<file path="config.mk">
export PLATFORM = sky130hd
export DESIGN_NAME = rom_loader
export DESIGN_NICKNAME = d
export VERILOG_FILES = /design/src/rtl/cpu_pkg.sv /design/src/rtl/bus_strobe_sync.sv /design/src/rtl/rom_loader.sv
export SDC_FILE = /design/constraint.sdc
export NUM_CORES = 1
export LEC_CHECK = 0
export CAP_MARGIN = 30
export CORE_MARGIN = 2
export CORE_UTILIZATION = 55
export CTS_BUF_LIST = sky130_fd_sc_hd__clkbuf_8
export CTS_CLUSTER_SIZE = 30
export DETAILED_ROUTE_END_ITERATION = 7
export PLACE_DENSITY = 0.83
export REMOVE_ABC_BUFFERS = 1
export SLEW_MARGIN = 20
export SYNTH_ARGS = -nofsm -noshare
export SYNTH_HDL_FRONTEND = slang
export SYNTH_SLANG_ARGS = --single-unit
</file>
<file path="constraint.sdc">
create_clock -name clk -period 2 [get_ports clk]
set_input_delay 0.4 -clock clk [delete_from_list [all_inputs] [get_ports clk]]
set_output_delay 0.4 -clock clk [all_outputs]
set_load 0.05 [all_outputs]
</file>
<file path="src/rtl/cpu_pkg.sv">
// Shared CPU types and constants; also carries the ROM loader's state type and frame marker.
package cpu_pkg;

    localparam int         ROM_SIZE  = 8;
    localparam int         WORD_SIZE = 11;
    localparam logic [7:0] HDR_BYTE  = 8'hA5;

    typedef logic [WORD_SIZE-1:0] word;
    typedef logic [2:0]           exec_opts;
    typedef logic [1:0]           alu_op;
    typedef logic [2:0]           register_name;

    typedef struct packed {
        exec_opts     exec;
        alu_op        op;
        register_name r;
        register_name write_to;
    } instruction;

    typedef struct packed {
        logic       clk;
        logic [7:0] data;
    } io_bus;

    typedef enum logic [2:0] {
        LD_IDLE,
        LD_COUNT,
        LD_HI,
        LD_LO,
        LD_CSUM,
        LD_DONE,
        LD_ERR
    } loader_state;

endpackage

</file>
<file path="src/rtl/bus_strobe_sync.sv">
// Brings the asynchronous io_bus strobe into the core clock domain and turns
// each rising edge into a single-cycle accept pulse.
module bus_strobe_sync #(
    parameter int SYNC_DEPTH = 2
) (
    input  logic clk,
    input  logic rst,
    input  logic strobe,
    output logic pulse
);

    logic [SYNC_DEPTH-1:0] sync_q;
    logic                  prev_q;

    // NOTE: sequential state uses non-blocking assignments so every flop samples pre-edge values.
    always_ff @(posedge clk) begin
        if (rst) begin
            sync_q <= '0;
            prev_q <= 1'b0;
        end else begin
            sync_q <= {sync_q[SYNC_DEPTH-2:0], strobe};
            prev_q <= sync_q[SYNC_DEPTH-1];
        end
    end

    assign pulse = sync_q[SYNC_DEPTH-1] & ~prev_q;

endmodule

</file>
<file path="src/rtl/rom_loader.sv">
// Writer side of the instruction ROM: parses a byte-serial program frame and
// writes one 11-bit instruction per word, holding the CPU until the load ends.
module rom_loader
    import cpu_pkg::*;
#(
    parameter int         ROM_SIZE   = cpu_pkg::ROM_SIZE,
    parameter int         SYNC_DEPTH = 2,
    parameter logic [7:0] HDR_BYTE   = cpu_pkg::HDR_BYTE,
    localparam int        AW         = $clog2(ROM_SIZE)
) (
    input  logic                 clk,
    input  logic                 rst,
    input  logic [8:0]           io_in,
    output logic                 wr_en,
    output logic [AW-1:0]        wr_addr,
    output logic [WORD_SIZE-1:0] wr_data,
    output logic                 cpu_hold,
    output logic                 done,
    output logic                 error,
    output logic [AW:0]          words_left
);

    localparam logic [8:0] MAX_N = 9'(ROM_SIZE);

    io_bus       bus;
    logic        accept;
    logic [7:0]  byte_in;
    loader_state state_q, state_d;
    logic [AW-1:0] addr_q;
    logic [AW:0]   words_left_q;
    logic [7:0]  csum_q;
    logic [2:0]  hi_q;
    logic        is_hdr, count_bad, hi_bad, last_word;

    assign bus     = io_in;
    assign byte_in = bus.data;

    bus_strobe_sync #(.SYNC_DEPTH(SYNC_DEPTH)) u_sync (
        .clk    (clk),
        .rst    (rst),
        .strobe (bus.clk),
        .pulse  (accept)
    );

    assign is_hdr     = (byte_in == HDR_BYTE);
    assign count_bad  = (byte_in == 8'd0) || ({1'b0, byte_in} > MAX_N);
    assign hi_bad     = |byte_in[7:3];
    assign last_word  = (words_left_q == (AW+1)'(1));
    assign words_left = words_left_q;

    always_ff @(posedge clk) begin
        if (rst) state_q <= LD_IDLE;
        else     state_q <= state_d;
    end

    // NOTE: every combinational output gets a default first, so no path can infer a latch.
    always_comb begin
        state_d = state_q;
        case (state_q)
            LD_IDLE, LD_ERR: if (accept && is_hdr) state_d = LD_COUNT;
            LD_COUNT:        if (accept) state_d = count_bad ? LD_ERR : LD_HI;
            LD_HI:           if (accept) state_d = hi_bad ? LD_ERR : LD_LO;
            LD_LO:           if (accept) state_d = last_word ? LD_CSUM : LD_HI;
            LD_CSUM:         if (accept) state_d = (byte_in == csum_q) ? LD_DONE : LD_ERR;
            default:         state_d = LD_IDLE;
        endcase
    end

    // Status is purely a function of state: error persists exactly as long as ERR does.
    always_comb begin
        cpu_hold = 1'b0;
        done     = 1'b0;
        error    = 1'b0;
        case (state_q)
            LD_COUNT, LD_HI, LD_LO, LD_CSUM: cpu_hold = 1'b1;
            LD_DONE:                         done     = 1'b1;
            LD_ERR:                          error    = 1'b1;
            default: ;
        endcase
    end

    always_ff @(posedge clk) begin
        if (rst) begin
            addr_q       <= '0;
            words_left_q <= '0;
            csum_q       <= '0;
            hi_q         <= '0;
            wr_en        <= 1'b0;
            wr_addr      <= '0;
            wr_data      <= '0;
        end else begin
            wr_en <= 1'b0;
            if (accept) begin
                case (state_q)
                    LD_IDLE, LD_ERR: if (is_hdr) csum_q <= '0;
                    LD_COUNT: begin
                        csum_q <= csum_q ^ byte_in;
                        if (!count_bad) begin
                            words_left_q <= byte_in[AW:0];
                            addr_q       <= '0;
                        end
                    end
                    LD_HI: begin
                        csum_q <= csum_q ^ byte_in;
                        hi_q   <= byte_in[2:0];
                    end
                    LD_LO: begin
                        csum_q       <= csum_q ^ byte_in;
                        wr_en        <= 1'b1;
                        wr_addr      <= addr_q;
                        wr_data      <= {hi_q, byte_in};
                        words_left_q <= words_left_q - 1'b1;
                        // Stop at the last slot so the address never wraps past ROM_SIZE-1.
                        if (!last_word) addr_q <= addr_q + 1'b1;
                    end
                    default: ;
                endcase
            end
        end
    end

endmodule

</file>
### Word level (Yosys, flattened, before mapping)

Index checks and enable logic that the tools add are counted.

* register bits: 39
* bits of input ports: 11
* output and inout bits: 22
* logic and storage cells: 72

* add/subtract/negate cells: 2
* $lt $le $gt $ge: 1
* equality and inequality tests: 17
* mux-type cells: 21
* bitwise logic cells: 4
* reduce and logical (&&, ||, !) cells: 17

Operators with widths (number)
* $mux W3: 10
* $ne A2 B2 Y1 const B: 8
* $pmux W8 S2: 1
* $pmux W3 S5: 1
* $eq A3 B3 Y1 const B: 3
* $eq A8 B8 Y1: 1
* $eq A8 B8 Y1 const B: 1
* $gt A8 B4 Y1 const B: 1
* $logic_not A8 Y1: 1
* $mux W8: 1
* $pmux W4 S2: 1
* $xor A8 B8 Y8: 1
* $eq A3 B2 Y1 const B: 2
* $pmux W3 S2: 1
* $reduce_and A3 Y1: 2
* $reduce_and A5 Y1: 1
* $reduce_or A5 Y1: 1
* $eq A4 B1 Y1 const B: 1
* $mux W1: 4
* $mux W4: 1
* $reduce_and A2 Y1: 2
* $reduce_and A4 Y1: 1
* $reduce_bool A2 Y1: 2
* $reduce_or A2 Y1: 2
* 11 further kinds: 12

### Longest topological paths before layout

Gate-level depths: netlist (run 1).

* depth in word-level cells: 5
* mapped depth: 7
* gate-level depth less buffers: 6

### Modules after synthesis

From an unflattened synthesis (run 1), not the netlist that was laid out.

* cell total of the unflattened synthesis: 246
* area, all modules: 1903.1 um^2

By module, submodules not included
* rom_loader: instances 1, cells an instance 239, area each 1815.5 um^2, sequential area each 720.7 um^2
* bus_strobe_sync: instances 1, cells an instance 7, area each 87.6 um^2, sequential area each 60.1 um^2

### Worst setup path after synthesis (run 1)

OpenSTA, ideal clock, no wires.

* path kind: reg2out
* start: register state_q[2]
* end: output port done
* arrival time: 1692 ps
* data required time: 1600 ps
* path slack: -92 ps
* cell stages (with the launch flop): 5
* buffers on the path: 2
* cells stage by stage: dfxtp_1 clkbuf_1 clkbuf_1 nand2_1 nor2_1

* word-level cells in the longest chain between the ends: 2

Ends and longest elaborated chain
* start: declaration: line rom_loader.sv:28 `loader_state state_q, state_d;`
* start signal: assignment: line rom_loader.sv:53 `else state_q <= state_d;`
* $eq A3 B3 Y1: line rom_loader.sv:74 `case (state_q)`
* $mux W1: line rom_loader.sv:74
* end: declaration: line rom_loader.sv:18 `output logic done,`

No other way between the ends.

### Worst setup path in the final report (run 1)

* start: input port io_in[2]
* end: register state_q[0]

* word-level cells in the longest chain between the ends: 4
* elaborated cells on any way between the ends: 8
* classes of those cells: eq/ne: 3; mux: 3; reduce/logical: 2

Ends and longest elaborated chain
* start: declaration: line rom_loader.sv:13 `input logic [8:0] io_in,`
* $eq A8 B8 Y1 (on tied branches): line rom_loader.sv:64, rom_loader.sv:45
* $mux W2 or $logic_and A1 B1 Y1 (tied branches): line rom_loader.sv:64, rom_loader.sv:60
* $mux W3 or $ne A2 B2 Y1 (tied branches)
* $pmux W3 S5 or $reduce_and A5 Y1 (tied branches)

Parallel ways exist; a longest one is shown, timed or not. The select of a mux whose other input is x is not followed.
A chain may end at the register's enable or synchronous reset.

==> results of run 1 <==
==> synthesized netlist by cell type (all sizes together), types with 4 or more instances <==
| library cell | n |
|---|---|
| inv | 5 |
| dfxtp | 39 |
| buf | 7 |
| nor3 | 12 |
| o21ai | 9 |
| a211oi | 8 |
| nor2 | 18 |
| mux2i | 4 |
| nand2 | 38 |
| nand2b | 6 |
| nor2b | 19 |
| a21oi | 40 |
| clkbuf | 12 |
==> layout by cell type, fill, tap and decap left out, types with 2 or more instances in the layout <==
cell type / instances
a211oi_1: 8
a21oi_1: 40
a22oi_1: 3
a31oi_1: 3
and3_1: 3
buf_12: 5
buf_4: 31
buf_6: 2
bufinv_16: 2
clkbuf_8: 5
clkdlybuf4s50_1: 25
dfxtp_1: 39
dlymetal6s2s_1: 3
ha_1: 3
inv_1: 6
mux2i_1: 4
nand2_1: 38
nand2b_1: 6
nand3_1: 3
nand4_1: 3
nor2_1: 17
nor2b_1: 19
nor3_1: 10
nor3_2: 2
nor3b_1: 2
nor4_1: 2
o21a_1: 2
o21ai_0: 4
o21ai_1: 5
==> worst paths after layout <==
check | slack, ps | cells past startpoint | to
setup / recovery | 60 | 7 | state_q[0]
hold / removal | 450 | 1 | u_sync.sync_q[1]
setup reg to reg | 350 | 5 | state_q[0]
hold reg to reg | 450 | 1 | u_sync.sync_q[1]
==> repair_timing <==
action                     CTS  global route
gates resized for setup      1            11
setup endpoints to repair    2            10
pin swaps                    0             2
==> cells by family after synthesis <==
| logic type | after synthesis |
|---|---|
| compound gates | 74 |
| buf+inv | 24 |
| simple gates | 115 |
| flops | 39 |
| mux | 4 |
| fa+ha+maj | 3 |
| xor+xnor | 1 |
==> flip-flops by register name, summed over array words and instances (netlist names) <==
name           flops
wr_en              1
hi_q               3
addr_q             3
wr_addr            3
u_sync.sync_q      2
csum_q             8
state_q            3
words_left         4
wr_data           11
u_sync.prev_q      1
==> metrics by stage <==
stage / TNS [ps] / power [W]
2_1_floorplan: -5.45 / 0.000842
3_3_place_gp: -2620 / 0.000934
3_5_place_dp: -3060 / 0.000937
4_1_cts: 0 / 0.00171
5_1_grt: 0 / 0.00177
6_report: 0 / 0.00171
==> area by class of cell <==
type	instances	area, um^2
multi-input cells	197	1160
fillers	272	812
flip-flops and latches	39	781
repair buffers	66	643
clock buffers	5	68.8
clock inverters	3	63.8
well taps	48	60.1
inverters	5	18.8
==> report_power, final <==
part	internal, W	total (W)	leakage, nW	switching [W]
clock	0.000494	0.000782	0.0695	0.000288
sequential	0.000780	0.000784	0.315	0.00000436
combinational	0.0000689	0.000145	0.672	0.0000759
total	0.00134	0.00171	1.06	0.000368
==> routing by layer <==
layer	wire, um	vias up	share of wire [%]	track usage (%)
li1	-	1017	-	-
met1	2310	979	42	35.7
met2	2620	100	48	42.7
met3	416	15	7.6	5.56
met4	138	0	2.5	11.7
met5	0	-	0	0
==> reports/metrics.csv, run 1 <==
metric;value;unit
crit_fanout;6;
ys_seq_elements;39;
r2r-start;csum_q[5];
post_synth_num_cell_types;42;
via_count;2111;
grt.total_usage;27.0;%
worstSetupStartpointType;input port;
grt_pass1_wl;8770;um
pin_count;33;
synthesis.area;0.00202;mm^2
grt_pass1_vias;1840;
netlist_instances;260;
die_h;64.6;um
yosysTopAreaCell;dfxtp_1;
endpoint_kind;register;
first_pass_iters;5;
numPortBuffers;32;
clock_tree.root_cell;clkbuf_8;
cp_top_family;compound AO/OA/AOI/OAI gates;
period_needed;1940;ps
dp_slack;-297;ps
cts_buffer_depth;2;
fin_area;0.00279;mm^2
irDropWorstVdd;0.527;mV
htreeDepth;2;
setup_viol;0;
postCtsSetupBuffers;0;
dpl_cell_area;0.00262;mm^2
yosys.area_share.adder;1.86;%
synth_top_family_by_area;simple AND/OR/NAND/NOR gates;
fmax;517;MHz
crit_chain;clkdlybuf4s50_1 -> buf_4 -> nor2b_1 -> a2111oi_2 -> nand4_1 -> o31a_1 -> nor3_1;
setup_ws;64.3;ps
ys_seq_area_share;38.7;%
insertion_delay;300;ps
maxSlewHeadroom;66.2;%
cp-startpoint;io_in[2];
post-route-util;77.5;%
worstMarginPinSlew;506;ps
path_class;input port to register;
drive_above_1_share;17.8;%
powerDensity;612;mW/mm^2
hold_viol;0;
cts_tree;done;
cts_hold_buf;0;
synth_ff_type;dfxtp_1;
drt_iter0_markers;194;
drv_cap;0;
diodes;0;
place_inst;355;
synth_compound_area_share;22.2;%
synth_edf_count;0;
slowest_delay;480;ps
clkTransAtPathRegs;70;ps
whs;448;ps
globalplace.congestion;0.894;
dieWidth;64.6;um
dpl.hpwl;3570;um
crit_required;2230;ps
crit_slowest_cell;clkdlybuf4s50_1;
drt-total-wl;5490;um
status;complete, no violations;
grt_max_degree;38;
cts_buffers;5;
synthSimpleGateAreaFrac;29.4;%
ant_nets;0;
vias_per_cell;5.82;
core-area;0.00361;mm^2
fp.dieArea;0.00417;mm^2
rsz0062_at_grt;no;
maxSlewViolCount;0;
clock_sinks;39;
crit_buf_inv;2;
synthMuxAreaShare;1.98;%
yosysWarnings;0;
hold_start;u_sync.sync_q[0];
min_path_type;register to register;
antenna_found_initial;0;
fin_skew;9.42;ps
overflow;0;
drc;0;
synth_top_cell_area_share;38.7;%
fin_nets;328;
avgSynthCellArea;7.77;um^2
avgRoutedWirePerCell;15.1;um
p_leak;1.06;nW
rows;22;
fin_cells;363;
areaGrowthSynthToFinish;38.4;%
synth_xor_area_share;0.434;%
cp.arrival;2160;ps
synth_area_leaders;dfxtp_1 39%, a21oi_1 9.9%, nand2_1 7.1%;
async_flop_share;0;%
initial_core_util;56.0;%
fin_crit_sh;96.8;%
Note: power is estimated with default switching activity, not from simulation.
==> inputs of run 2 (changes only) <==
PLACE_DENSITY = 0.82   (was 0.83)
SLEW_MARGIN = unset   (was 20)
==> reports/metrics.csv, run 2 (synthesized netlist as in run 1, its figures left out) <==
metric;value;unit
die_h;64.6;um
clkTransAtPathRegs;70;ps
fin_skew;12.5;ps
core-area;0.00361;mm^2
vias_per_cell;5.65;
powerDensity;588;mW/mm^2
htreeDepth;2;
clock_sinks;39;
ant_nets;0;
maxSlewHeadroom;65.8;%
drive_above_1_share;18.1;%
endpoint_kind;primary output;
min_path_type;register to register;
fmax;510;MHz
maxSlewViolCount;0;
dpl.hpwl;3670;um
first_pass_iters;4;
drt-total-wl;5060;um
globalplace.congestion;0.882;
p_leak;1.01;nW
insertion_delay;300;ps
grt_pass1_wl;8420;um
diodes;0;
setup_viol;0;
drc;0;
pin_count;33;
drv_cap;0;
areaGrowthSynthToFinish;35.3;%
post-route-util;75.7;%
worstMarginPinSlew;512;ps
postCtsSetupBuffers;0;
crit_buf_inv;1;
dieWidth;64.6;um
cp.arrival;1560;ps
fin_cells;358;
cts_hold_buf;0;
worstSetupStartpointType;register;
crit_required;1600;ps
crit_chain;clkdlybuf4s50_1;
status;complete, no violations;
path_class;register to primary output;
setup_ws;38.6;ps
cts_tree;done;
cts_buffers;5;
crit_fanout;5;
period_needed;1960;ps
fin_nets;323;
largest_reg_flops;11;
avgRoutedWirePerCell;14.1;um
cp_top_family;buffers and inverters;
dp_slack;-333;ps
place_inst;350;
via_count;2024;
initial_core_util;56.0;%
final_cell_mix;39 x a21oi_1, 38 x nand2_1, 38 x dfxtp_1;
overflow;0;
antenna_found_initial;0;
fp.dieArea;0.00417;mm^2
rsz0062_at_grt;no;
clock_tree.root_cell;clkbuf_8;
drt_iter0_markers;152;
fin_crit_sh;98.1;%
irDropWorstVdd;0.367;mV
hold_viol;0;
cts_buffer_depth;2;
largest_register;wr_data;
layout.cells.most_common;a21oi_1;
grt_pass1_vias;1880;
whs;446;ps
crit_slowest_cell;clkdlybuf4s50_1;
grt_max_degree;27;
numPortBuffers;32;
slowest_delay;850;ps
tns;0;ps
grt.total_usage;25.6;%
rows;22;
==> run 2: changes by cell type in the layout (fill, tap and decap cells not counted), moves of 2 or more <==
cell / delta
buf_12: -2
buf_4: -2
buf_6: -2
clkdlybuf4s50_1: +2
==> run 2: timing repair <==
item	CTS	global route
setup endpoints to repair	4	12
pin swaps	0	2
gates resized for setup	3	12
==> run 2: routing by layer <==
metal	GRT usage, %	wire length, um
met1	33.0	2260
met2	41.9	2470
met3	3.99	233
met4	12.2	95
met5	0	0
==> run 2: path summary, 6_finish.rpt <==
path | cells after the start | to | slack, ps | from
min reg2reg | 1 | u_sync.sync_q[1] | 450 | u_sync.sync_q[0]
max | 1 | words_left[2] | 40 | words_left[2]
min | 1 | u_sync.sync_q[1] | 450 | u_sync.sync_q[0]
max reg2reg | 5 | words_left[2] | 340 | state_q[0]
==> run 2: through the flow <==
stage	power (W)	cell area [um^2]
finish	0.00160	2730
CTS	0.00160	2680
global placement	0.000925	2550
floorplan	0.000842	1930
global route	0.00166	2730
detailed placement	0.000927	2550
==> run 2: area by class of cell <==
type                       count  area (um^2)
fill                         281          875
tap                           48         60.1
multi-input combinational    197         1180
clock buffer                   6         82.6
inverter                       5         18.8
timing repair buffer          61          573
sequential                    39          782
clock inverter                 2         35.0
==> run 2: power breakdown <==
part           internal, W  switching (W)
sequential        0.000780     0.00000369
combinational    0.0000607      0.0000717
clock             0.000404       0.000285
